==> src/rtl/tdm_demultiplexer.sv <==
`default_nettype none
// +--------------------------------------------------------------------------+
// | Module   : tdm_demultiplexer                                             |
// | Purpose  : Rebuilds CHANNELS parallel lanes from a framed serial stream, |
// |            publishing each complete frame atomically. Optional macro     |
// |            TDM_SYNC_CHECK_EN enables marker checking and resync.         |
// | Revision : 1.0                                                           |
// +--------------------------------------------------------------------------+
module tdm_demultiplexer #(
  parameter int WIDTH    = 1,
  parameter int CHANNELS = 4,
  parameter int SEL_W    = 2
) (
  input  logic                      clock,
  input  logic                      reset,
  input  logic                      in_valid,
  input  logic [WIDTH-1:0]          in_data,
  input  logic                      in_sync,
  output logic [CHANNELS*WIDTH-1:0] out,
  output logic                      out_valid,
  output logic [SEL_W-1:0]          s,
  output logic                      locked,
  output logic                      sync_err
);

  typedef enum logic [0:0] {
    HUNT   = 1'b0,
    LOCKED = 1'b1
  } state_t;

  localparam logic [SEL_W-1:0] C_LAST_SLOT = SEL_W'(CHANNELS - 1);

  state_t                      r_state;
  state_t                      w_state_nxt;
  logic [SEL_W-1:0]            r_s;
  logic [SEL_W-1:0]            w_s_nxt;
  // The last slot bypasses the shadow and goes straight to the output.
  logic [WIDTH-1:0]            r_shadow [CHANNELS-1];
  logic [CHANNELS*WIDTH-1:0]   r_out;
  logic                        r_out_valid;
  logic                        w_wr_en;
  logic [SEL_W-1:0]            w_wr_idx;
  logic                        w_pub;
  logic [CHANNELS*WIDTH-1:0]   w_frame;
`ifdef TDM_SYNC_CHECK_EN
  logic                        r_sync_err;
  logic                        w_err;
`endif

  always_comb begin
    w_state_nxt = r_state;
    w_s_nxt     = r_s;
    w_wr_en     = 1'b0;
    w_wr_idx    = '0;
    w_pub       = 1'b0;
`ifdef TDM_SYNC_CHECK_EN
    w_err       = 1'b0;
`endif
    case (r_state)
      HUNT: begin
        if (in_valid && in_sync) begin
          w_wr_en     = 1'b1;
          w_wr_idx    = '0;
          w_s_nxt     = SEL_W'(1);
          w_state_nxt = LOCKED;
        end
      end
      LOCKED: begin
        if (in_valid) begin
`ifdef TDM_SYNC_CHECK_EN
          if (in_sync && (r_s != '0)) begin
            // Early marker: abandon the partial frame and restart at slot 0.
            w_err    = 1'b1;
            w_wr_en  = 1'b1;
            w_wr_idx = '0;
            w_s_nxt  = SEL_W'(1);
          end else if (!in_sync && (r_s == '0)) begin
            w_err       = 1'b1;
            w_state_nxt = HUNT;
          end else begin
            w_wr_en  = 1'b1;
            w_wr_idx = r_s;
            w_pub    = (r_s == C_LAST_SLOT);
            w_s_nxt  = w_pub ? '0 : r_s + SEL_W'(1);
          end
`else
          w_wr_en  = 1'b1;
          w_wr_idx = r_s;
          w_pub    = (r_s == C_LAST_SLOT);
          w_s_nxt  = w_pub ? '0 : r_s + SEL_W'(1);
`endif
        end
      end
      default: w_state_nxt = HUNT;
    endcase
  end

  always_comb begin
    w_frame = '0;
    for (int k = 0; k < CHANNELS - 1; k++) begin
      w_frame[k*WIDTH +: WIDTH] = r_shadow[k];
    end
    w_frame[(CHANNELS-1)*WIDTH +: WIDTH] = in_data;
  end

  always_ff @(posedge clock) begin
    if (reset) begin
      r_state     <= HUNT;
      r_s         <= '0;
      r_out       <= '0;
      r_out_valid <= 1'b0;
      for (int k = 0; k < CHANNELS - 1; k++) begin
        r_shadow[k] <= '0;
      end
`ifdef TDM_SYNC_CHECK_EN
      r_sync_err  <= 1'b0;
`endif
    end else begin
      r_state     <= w_state_nxt;
      r_s         <= w_s_nxt;
      r_out_valid <= w_pub;
      if (w_pub) begin
        r_out <= w_frame;
      end
      for (int k = 0; k < CHANNELS - 1; k++) begin
        if (w_wr_en && (w_wr_idx == SEL_W'(k))) begin
          r_shadow[k] <= in_data;
        end
      end
`ifdef TDM_SYNC_CHECK_EN
      r_sync_err  <= w_err;
`endif
    end
  end

  assign out       = r_out;
  assign out_valid = r_out_valid;
  assign s         = r_s;
  assign locked    = (r_state == LOCKED);
`ifdef TDM_SYNC_CHECK_EN
  assign sync_err  = r_sync_err;
`else
  assign sync_err  = 1'b0;
`endif

endmodule
`default_nettype wire

==> config.mk <==
export PLATFORM = sky130hd
export DESIGN_NAME = tdm_demultiplexer
export DESIGN_NICKNAME = d
export VERILOG_FILES = /design/src/rtl/tdm_demultiplexer.sv
export SDC_FILE = /design/constraint.sdc
export NUM_CORES = 1
export LEC_CHECK = 0
export CORE_MARGIN = 1.5
export CORE_UTILIZATION = 35
export DETAILED_ROUTE_END_ITERATION = 8
export PLACE_DENSITY = 0.6
export SYNTH_ARGS = -nofsm -noshare
export SYNTH_HDL_FRONTEND = slang
export SYNTH_SLANG_ARGS = --single-unit
==> constraint.sdc <==
create_clock -name clock -period 2.9 [get_ports clock]
set_input_delay 0.29 -clock clock [delete_from_list [all_inputs] [get_ports clock]]
set_output_delay 0.29 -clock clock [all_outputs]
set_load 0.005 [all_outputs]
==> metrics.md <==
| Metric | Value |
|---|---|
| Status | `completed` |
| Area Growth Syn to Fin | `22.9%` |
| CTS Root Cell | `clkbuf_4` |
| Synth top area share | `0.299` |
| P_sw | `0.0000683 W` |
| Final min period | `1.67 ns` |
| Grt total ovfl | `0` |
| Reg2reg path depth | `2` |
| Final Non-Filler Cells | `76` |
| DRT antenna net count | `0` |
| Sw Ratio | `0.226` |
| Maximum vdd ir drop | `0.272 mV` |
| Max Cap Violations | `0` |
| Total clock sinks | `11` |
| Syn. warnings | `0` |
| Sequential power share | `0.561` |
| Layout cells sized above 1 | `0.0492` |
| Library cells used by synthesis | `25` |
| Slowest stage delay, CP | `0.57 ns` |
| R2R Setup Slk | `1.65 ns` |
| CTS Buf Count | `3` |
| Die H | `42.1 µm` |
| Worst setup path category | `flip-flop to primary output` |
| Cell Int Power | `0.000233 W` |
| Gp weighted congestion | `0.730` |
| Worst Path Required | `2.61 ns` |
| HP Class | `flip-flop to flip-flop` |
| Die footprint | `0.00177 mm²` |
| I/O Buffers | `12` |
| Setup ws final | `1.23 ns` |
| Initial Utilization | `0.392` |
| Maximum clock path buffer count | `2` |
| Antenna violations before repair | `0` |
| Hold Buf Count CTS | `0` |
| Post_cts resized | `0` |
| Largest net degree at the start of global routing | `15` |
| Min-delay src | `out[2]` |
| Worst-path fanout max | `13` |
| Die X | `42.1 µm` |
| DRT Pass-1 Iters | `3` |
| Via count | `386` |
| Synth top cells by count | `dfxtp_1, nand2b_1, mux2i_1, edfxtp_1` |
| Syn Area/Cell | `10.7 µm²` |
| Routed WL | `806 µm` |
| First-pass GRT wire length | `1320 µm` |
| Largest cells by area after synthesis | `dfxtp_1, edfxtp_1, nand2b_1` |
| Rows | `13` |
| Setup TNS | `0 ns` |
| Sequential share of the synthesized area | `0.467` |
| Ant. Diodes | `0` |
| Clk Latency, worst-skew pair | `0.27 ns` |
| Core ar. | `0.00137 mm²` |
| Async set-or-reset flop fraction in the synthesized netlist | `0` |
| R2r startpoint | `locked` |
| Total track usage | `0.101` |
| # DRC | `0` |
| Comb power frac | `0.095` |
| RSZ-0062 raised after global routing | `false` |
| Static Leak | `0.248 nW` |
| Slew Viols, Final | `0` |
| Num ports | `14` |
| CP max stage cell | `clkdlybuf4s50_1` |
| Placed Cells | `72` |
| Maximum clock frequency | `600 MHz` |
| Pre-CTS worst setup slack | `1.15 ns` |
| Worst EP arrival | `1.38 ns` |
| Hold Path Cell Cnt | `2` |
| End of the worst hold path | `out[2]` |
| Area leader, netlist | `dfxtp_1` |
| Post-CTS setup buffer count | `0` |
| Core Util, Final | `0.482` |
| Cell family with the largest share of critical-path delay | `buffers and inverters` |
| Buf+Inv Stages, Crit Path | `1` |
| Nets | `68` |
| Final hold violations | `0` |
| Clock Skews | `0.00415 ns` |
| Drt wl/cell | `10.6 µm` |
| Post-Syn Area | `536 µm²` |
| Vias in the first global route | `309` |
| Initial DRC count | `6` |
| Critical Path, Cell by Cell | `clkdlybuf4s50_1` |
| Tot Pwr | `0.000302 W` |
| Cells after Synth | `50` |
| Clock group share of total power | `0.345` |
| Post-synth EDFFs | `3` |
| CP endpoint kind | `primary output` |
| Net count after synthesis | `56` |
| Synth Flop Type | `dfxtp_1` |
| R2r endpoint | `r_shadow[0][1]` |
| Final Cycle Share | `0.575` |
| H-tree levels | `1` |
| Vias per std cell | `5.08` |
| # setup viols final | `0` |
| CTS tree | `done` |
| CP Launch Type | `flip-flop` |
| Clk pin slew, worst setup/hold paths | `0.07 ns` |
| #FFs+latches synth | `11` |
| Pwr dens | `458 mW/mm²` |
==> power by group through the flow <==
| stage | logic [W] | clock network (W) | registers, W |
|---|---|---|---|
| after floorplan | 0.0000212 | 0 | 0.000170 |
| after global placement | 0.0000291 | 0 | 0.000173 |
| after CTS | 0.0000290 | 0.000111 | 0.000169 |
| after detailed placement | 0.0000288 | 0 | 0.000173 |
| after global routing | 0.0000314 | 0.000117 | 0.000170 |
| final | 0.0000285 | 0.000104 | 0.000169 |
==> final cells by class <==
| type | instances | area (µm²) |
|---|---|---|
| clock buffers | 4 | 26.3 |
| repair buffers | 12 | 120 |
| flip-flops and latches | 11 | 250 |
| multi-input cells | 32 | 235 |
| inverters | 2 | 7.51 |
| fillers | 140 | 708 |
| well taps | 15 | 18.8 |
==> stage by stage <==
step	hold slack, ns	cell area (µm²)
2_1_floorplan	0.427	536
3_3_place_gp	0.463	632
3_5_place_dp	0.471	632
4_1_cts	0.481	658
5_1_grt	0.488	658
6_report	0.473	658
==> sequential cells by signal, indices dropped and copies added (netlist names) <==
register and cells:
locked 1, s 2, out 4, out_valid 1, r_shadow 3
==> worst max path at each step <==
stage / startpoint / endpoint / slack [ns] / cells after the start
2_1_floorplan: s[0] / s[1] / 1.80 / 3
3_3_place_gp: reset / r_shadow[0][2] / 1.20 / 3
3_5_place_dp: reset / r_shadow[0][2] / 1.15 / 3
4_1_cts: locked / locked / 1.22 / 1
5_1_grt: locked / locked / 1.17 / 1
6_report: locked / locked / 1.23 / 1
==> layout by cell type (no fill, tap or decap), types with 2 or more instances in the layout <==
cell              n
nand3_1           2
nand4bb_1         2
clkdlybuf4s50_1  12
dfxtp_1           8
mux2i_1           4
nand2b_1          8
clkbuf_4          3
inv_1             2
nor2_1            2
edfxtp_1          3
==> per-layer routing <==
metal / global-route usage / up-vias / share of wire
li1: - / 199 / -
met1: 0.117 / 172 / 0.47
met2: 0.150 / 12 / 0.44
met3: 0.0647 / 3 / 0.078
met4: 0.0375 / 0 / 0.0099
met5: 0 / - / 0
==> kinds of logic after synthesis <==
group	count (synthesis)	synth area share
buf+inv	7	0.0934
other cells	1	0.00700
fa+ha+maj	1	0.0234
mux	4	0.0748
compound gates	8	0.114
flops	11	0.467
simple gates	18	0.220
(Power assumes the default switching activity.)
==> RTL change 1 (same settings) <==
Add an input register stage for `in_valid` and `in_data`; this delays them by one clock. The other inputs are not delayed to match.
--- a/src/rtl/tdm_demultiplexer.sv
+++ b/src/rtl/tdm_demultiplexer.sv
@@ -31,4 +31,12 @@
   localparam logic [SEL_W-1:0] C_LAST_SLOT = SEL_W'(CHANNELS - 1);
 
+  logic in_valid_q;
+  logic [WIDTH-1:0] in_data_q;
+
+  always_ff @(posedge clock) begin
+    in_valid_q <= in_valid;
+    in_data_q  <= in_data;
+  end
+
   state_t                      r_state;
   state_t                      w_state_nxt;
@@ -59,5 +67,5 @@
     case (r_state)
       HUNT: begin
-        if (in_valid && in_sync) begin
+        if (in_valid_q && in_sync) begin
           w_wr_en     = 1'b1;
           w_wr_idx    = '0;
@@ -67,5 +75,5 @@
       end
       LOCKED: begin
-        if (in_valid) begin
+        if (in_valid_q) begin
 `ifdef TDM_SYNC_CHECK_EN
           if (in_sync && (r_s != '0)) begin
@@ -101,5 +109,5 @@
       w_frame[k*WIDTH +: WIDTH] = r_shadow[k];
     end
-    w_frame[(CHANNELS-1)*WIDTH +: WIDTH] = in_data;
+    w_frame[(CHANNELS-1)*WIDTH +: WIDTH] = in_data_q;
   end
 
@@ -125,5 +133,5 @@
       for (int k = 0; k < CHANNELS - 1; k++) begin
         if (w_wr_en && (w_wr_idx == SEL_W'(k))) begin
-          r_shadow[k] <= in_data;
+          r_shadow[k] <= in_data_q;
         end
       end
Behaviour: not the same (a bounded check fails within 4 cycles, from zero or initial values and one cycle with reset high).
==> RTL change 1 against the original RTL <==
  * Setup slack worse by 22 ps
  * Via count grew 4.7%
  * Final cell count is 3.9% higher
  * Fmax decreased by 1.3%
  * Die area rose by 5.9%
  * Sequential cell count grew 2
  * Sequential share of layout area up 3.4 points
  * Area after synthesis increased by 6.3%
  * Final area up 6.5%
  * Total power is 12% higher
  * Routed wire length increased by 2.5%
  * Largest power group unchanged
==> RTL change 1: results (changes against the original RTL) <==
arrival_ps: 1400  # was 1380 ps
clockRootBuffer: "clkbuf_4"  # unchanged
synth_top_cells_by_count: "10 x dfxtp_1, 8 x nand2b_1, 4 x mux2i_1"  # was 8 x dfxtp_1, 8 x nand2b_1, 4 x mux2i_1
drtIter0Drc: 8  # was 6
cts_buffer_depth: 2  # unchanged
routedWlPerCell_um: 10.5  # was 10.6 um
yosysSeqAreaShare: 0.510  # was 0.467
gp_congestion: 0.799  # was 0.730
worstSkewPairLatency_ps: 280
gr-usage-all-layers: 0.0963  # was 0.101
irDropWorstVdd_mv: 0.281  # was 0.272 mV
min_path_type: "in2reg"  # was reg2reg
path_max_fanout: 13  # unchanged
nets: 70  # was 68
synth-edff-count: 3  # unchanged
clkTransAtPathRegs_ps: 80
synthFlopType: "dfxtp_1"  # unchanged
synthTopCellsByArea: "dfxtp_1 35%, edfxtp_1 16%, nand2b_1 8.8%, mux2i_1 7.0%, nand4bb_1 4.0%"  # was dfxtp_1 30%, edfxtp_1 17%, nand2b_1 9.3%, mux2i_1 7.5%, buf_6 4.2%
async_flop_share: 0  # unchanged
fin_worst_skew_ps: 6.91  # was 4.15 ps
post_cts_resized: 0  # unchanged
post_cts_buffers: 0  # unchanged
drt-vias-per-instance: 5.11  # was 5.08
n_antenna_cell: 0  # unchanged
syn_nets: 58  # was 56
critPathMaxStageDelay_ps: 580
status: "completed"  # unchanged
ctsHtreeMaxLevel: 1  # unchanged
pre_cts_ws_ps: 1160  # was 1150 ps
crit_path_top_delay_cell: "clkdlybuf4s50_1"  # unchanged
intPower_mw: 0.260  # was 0.233 mW
grt_pass1_vias: 295  # was 309
placement.io_buffers: 12  # unchanged
p_leak_nw: 0.267  # was 0.248 nW
path_delay_family: "buffers and inverters"  # unchanged
synth_warnings: 0  # unchanged
dp.final_hpwl_um: 589
drive_gt1_frac: 0.0635  # was 0.0492
largest_reg_flops: 4  # unchanged
dr.pass1.iters: 4  # was 3
grt_pass1_wl_mm: 1.27  # was 1.32 mm
antenna_found_initial: 0  # unchanged
fillCellCount: 157  # was 140
cts_buffers: 3  # unchanged
grt_max_degree: 15  # unchanged
-- RTL change 1: cell type report --
cell class	count	share of cell area
timing repair buffer	12	0.171
sequential	13	0.414
clock buffer	3	0.0321
multi-input combinational	32	0.336
inverter	2	0.0107
tap	16	0.0286
clock inverter	1	0.00714
-- RTL change 1: metrics by stage --
stage	total power, mW	util	area [um2]	hold WS [ps]	instances
2_1_floorplan	0.221	-	569	318	52
3_3_place_gp	0.232	0.447	673	461	75
5_1_grt	0.356	0.465	701	429	79
4_1_cts	0.344	0.465	701	435	79
3_5_place_dp	0.232	0.447	673	468	75
6_report	0.338	0.465	701	444	79
-- RTL change 1: cells by family after synthesis --
| family | count (synthesis) | synth area share |
|---|---|---|
| buf+inv | 7 | 0.0769 |
| mux | 4 | 0.0703 |
| fa+ha+maj | 1 | 0.0220 |
| compound gates | 8 | 0.108 |
| other cells | 1 | 0.00659 |
| simple gates | 18 | 0.207 |
| flops | 13 | 0.510 |
-- RTL change 1: per-layer routing --
metal / routed length (um) / GRT usage / share of wire / up-vias
li1: - / - / - / 204
met1: 382 / 0.127 / 0.46 / 183
met2: 361 / 0.125 / 0.44 / 14
met3: 71 / 0.0625 / 0.086 / 3
met4: 11 / 0.0364 / 0.013 / 0
met5: 0 / 0 / 0 / -
-- RTL change 1: final timing paths --
| path | from | to | slack (ps) | depth (start not counted) |
|---|---|---|---|---|
| max | locked$_SDFF_PP0_ | locked | 1210 | 1 |
| min reg2reg | out[2]$_SDFFE_PP0P_ | out[2]$_SDFFE_PP0P_ | 470 | 2 |
| max reg2reg | s[0]$_SDFFE_PP0P_ | out[1]$_SDFFE_PP0P_ | 1680 | 3 |
| min | in_valid | in_valid_q$_DFF_P_ | 440 | 1 |
-- RTL change 1: power groups by stage --
stage / sequential [mW] / combinational (mW) / clock (mW)
CTS: 0.200 / 0.0276 / 0.116
global placement: 0.205 / 0.0274 / 0
global route: 0.202 / 0.0295 / 0.125
detailed placement: 0.204 / 0.0276 / 0
floorplan: 0.200 / 0.0211 / 0
finish: 0.200 / 0.0272 / 0.111
==> RTL change 2 (same flow settings) <==
Without the edit above. The option `TDM_SYNC_CHECK_EN` is turned on by a define.
--- a/src/rtl/tdm_demultiplexer.sv
+++ b/src/rtl/tdm_demultiplexer.sv
@@ -7,4 +7,6 @@
 // | Revision : 1.0                                                           |
 // +--------------------------------------------------------------------------+
+`define TDM_SYNC_CHECK_EN
+
 module tdm_demultiplexer #(
   parameter int WIDTH    = 1,
Function: changed (Yosys sat finds a counterexample within 4 cycles, from zero or initial values and one cycle with reset high).
==> RTL change 2 against the original RTL <==
  * Sequential cell count grew 1
  * Count of clock-buffer cells in the layout is 1 lower
  * Global-route usage grew 3.7 points
  * Routed wire length is 52% higher
  * Area after synthesis is 22% higher
  * Fmax fell by 11%
  * Final area increased by 23%
  * Non-clock buffer count up 1
  * Total power rose by 12%
  * Sequential power grew 9%
  * Via count rose by 44%
  * Clock skew decreased by 0.67 ps
  * Setup slack got worse by 210 ps
  * Critical path depth is 6 higher
==> RTL change 2: results (changes against the original RTL) <==
cts_buffer_depth: 2  # unchanged
placement.io_buffers: 13  # was 12
yosysSeqAreaShare: 0.414  # was 0.467
dp.final_hpwl_um: 840
synth_top_cells_by_count: "9 x dfxtp_1, 9 x nand2_1, 5 x a21oi_1, 5 x ha_1, 5 x inv_1"  # was 8 x dfxtp_1, 8 x nand2b_1, 4 x mux2i_1
p_switching_mw: 0.0887  # was 0.0683 mW
fin_worst_skew_ps: 3.49  # was 4.15 ps
r2r_start: "s[0]$_SDFFE_PP0P_"  # was locked$_SDFF_PP0_
placed_area_um2: 781  # was 632 um2
drive_gt1_frac: 0.0854  # was 0.0492
critPathKind: "reg2reg"  # was reg2out
irDropWorstVdd_mv: 0.227  # was 0.272 mV
drt-total-wl_mm: 1.23  # was 806 um
pre_cts_ws_ps: 1010  # was 1150 ps
p_comb_mw: 0.0448  # was 0.0285 mW
grt_pass1_vias: 457  # was 309
clockRootBuffer: "clkbuf_4"  # unchanged
fillCellCount: 171  # was 140
dr.pass1.iters: 4  # was 3
async_flop_share: 0  # unchanged
p_leak_nw: 0.299  # was 0.248 nW
gr-usage-all-layers: 0.138  # was 0.101
clk-power_mw: 0.110  # was 0.104 mW
worstSkewPairLatency_ps: 280
grt_pass1_wl_mm: 1.99  # was 1.32 mm
nets: 93  # was 68
antenna_found_initial: 0  # unchanged
synthTopCellsByArea: "dfxtp_1 28%, edfxtp_1 14%, ha_1 9.6%, nand2_1 5.2%, a21oi_1 3.8%"  # was dfxtp_1 30%, edfxtp_1 17%, nand2b_1 9.3%, mux2i_1 7.5%, buf_6 4.2%
clock_power_share: 0.324  # was 0.345
placed_cells: 103  # was 72
drt-vias-per-instance: 5.18  # was 5.08
holdCritStartpoint: "out[0]$_SDFFE_PP0P_"  # was out[2]$_SDFFE_PP0P_
path_max_fanout: 9  # was 13
synth.distinct_cells: 30  # was 25
routedWlPerCell_um: 11.5  # was 10.6 um
syn_avg_cell_area_um2: 9.47  # was 10.7 um2
status: "completed"  # unchanged
multi_input_area_um2: 330  # was 235 um2
post_cts_resized: 0  # unchanged
syn_nets: 79  # was 56
finalSetupViolCount: 0  # unchanged
gp_congestion: 0.801  # was 0.730
clkTransAtPathRegs_ps: 80
[RTL change 2: cell types whose count changed after synthesis, moves of 3 or more]
cell      change
nand2_1       +8
nand2b_1      -7
a21oi_1       +4
ha_1          +4
mux2i_1       -4
inv_1         +3
[RTL change 2: path summary, 6_finish.rpt]
| check | end | cells past startpoint | slack, ps |
|---|---|---|---|
| setup / recovery | r_shadow[0][1]$_DFFE_PP_ | 7 | 1020 |
| hold / removal | out[0]$_SDFFE_PP0P_ | 2 | 450 |
| setup reg to reg | r_shadow[0][1]$_DFFE_PP_ | 7 | 1020 |
| hold reg to reg | out[0]$_SDFFE_PP0P_ | 2 | 450 |
[RTL change 2: area by class of cell]
type / count / share of cell area
multi-input cells: 48 / 0.409
repair buffers: 13 / 0.161
clock inverters: 1 / 0.00465
well taps: 25 / 0.0388
inverters: 5 / 0.0233
flip-flops and latches: 12 / 0.335
clock buffers: 3 / 0.0279
[RTL change 2: cell families after synthesis]
| logic type | Yosys count | synth area share |
|---|---|---|
| DFF | 12 | 0.414 |
| AOI/OAI and AO/OA | 15 | 0.172 |
| adders and majority gates | 5 | 0.0958 |
| buffers and inverters | 9 | 0.0805 |
| and+or+nand+nor | 28 | 0.238 |
[RTL change 2: worst max-delay path, cell delays in order, from the launching register on]
cell	delay [ps]
dfxtp_1	500
inv_1	110
ha_1	230
inv_1	60
ha_1	230
and3b_1	260
nand4_1	110
o21ai_0	120
[RTL change 2: per-layer routing]
| metal | share of wire | up-vias | global-route usage |
|---|---|---|---|
| li1 | - | 272 | - |
| met4 | 0.029 | 0 | 0.103 |
| met1 | 0.46 | 258 | 0.164 |
| met5 | 0 | - | 0 |
| met2 | 0.44 | 20 | 0.203 |
| met3 | 0.069 | 4 | 0.0471 |
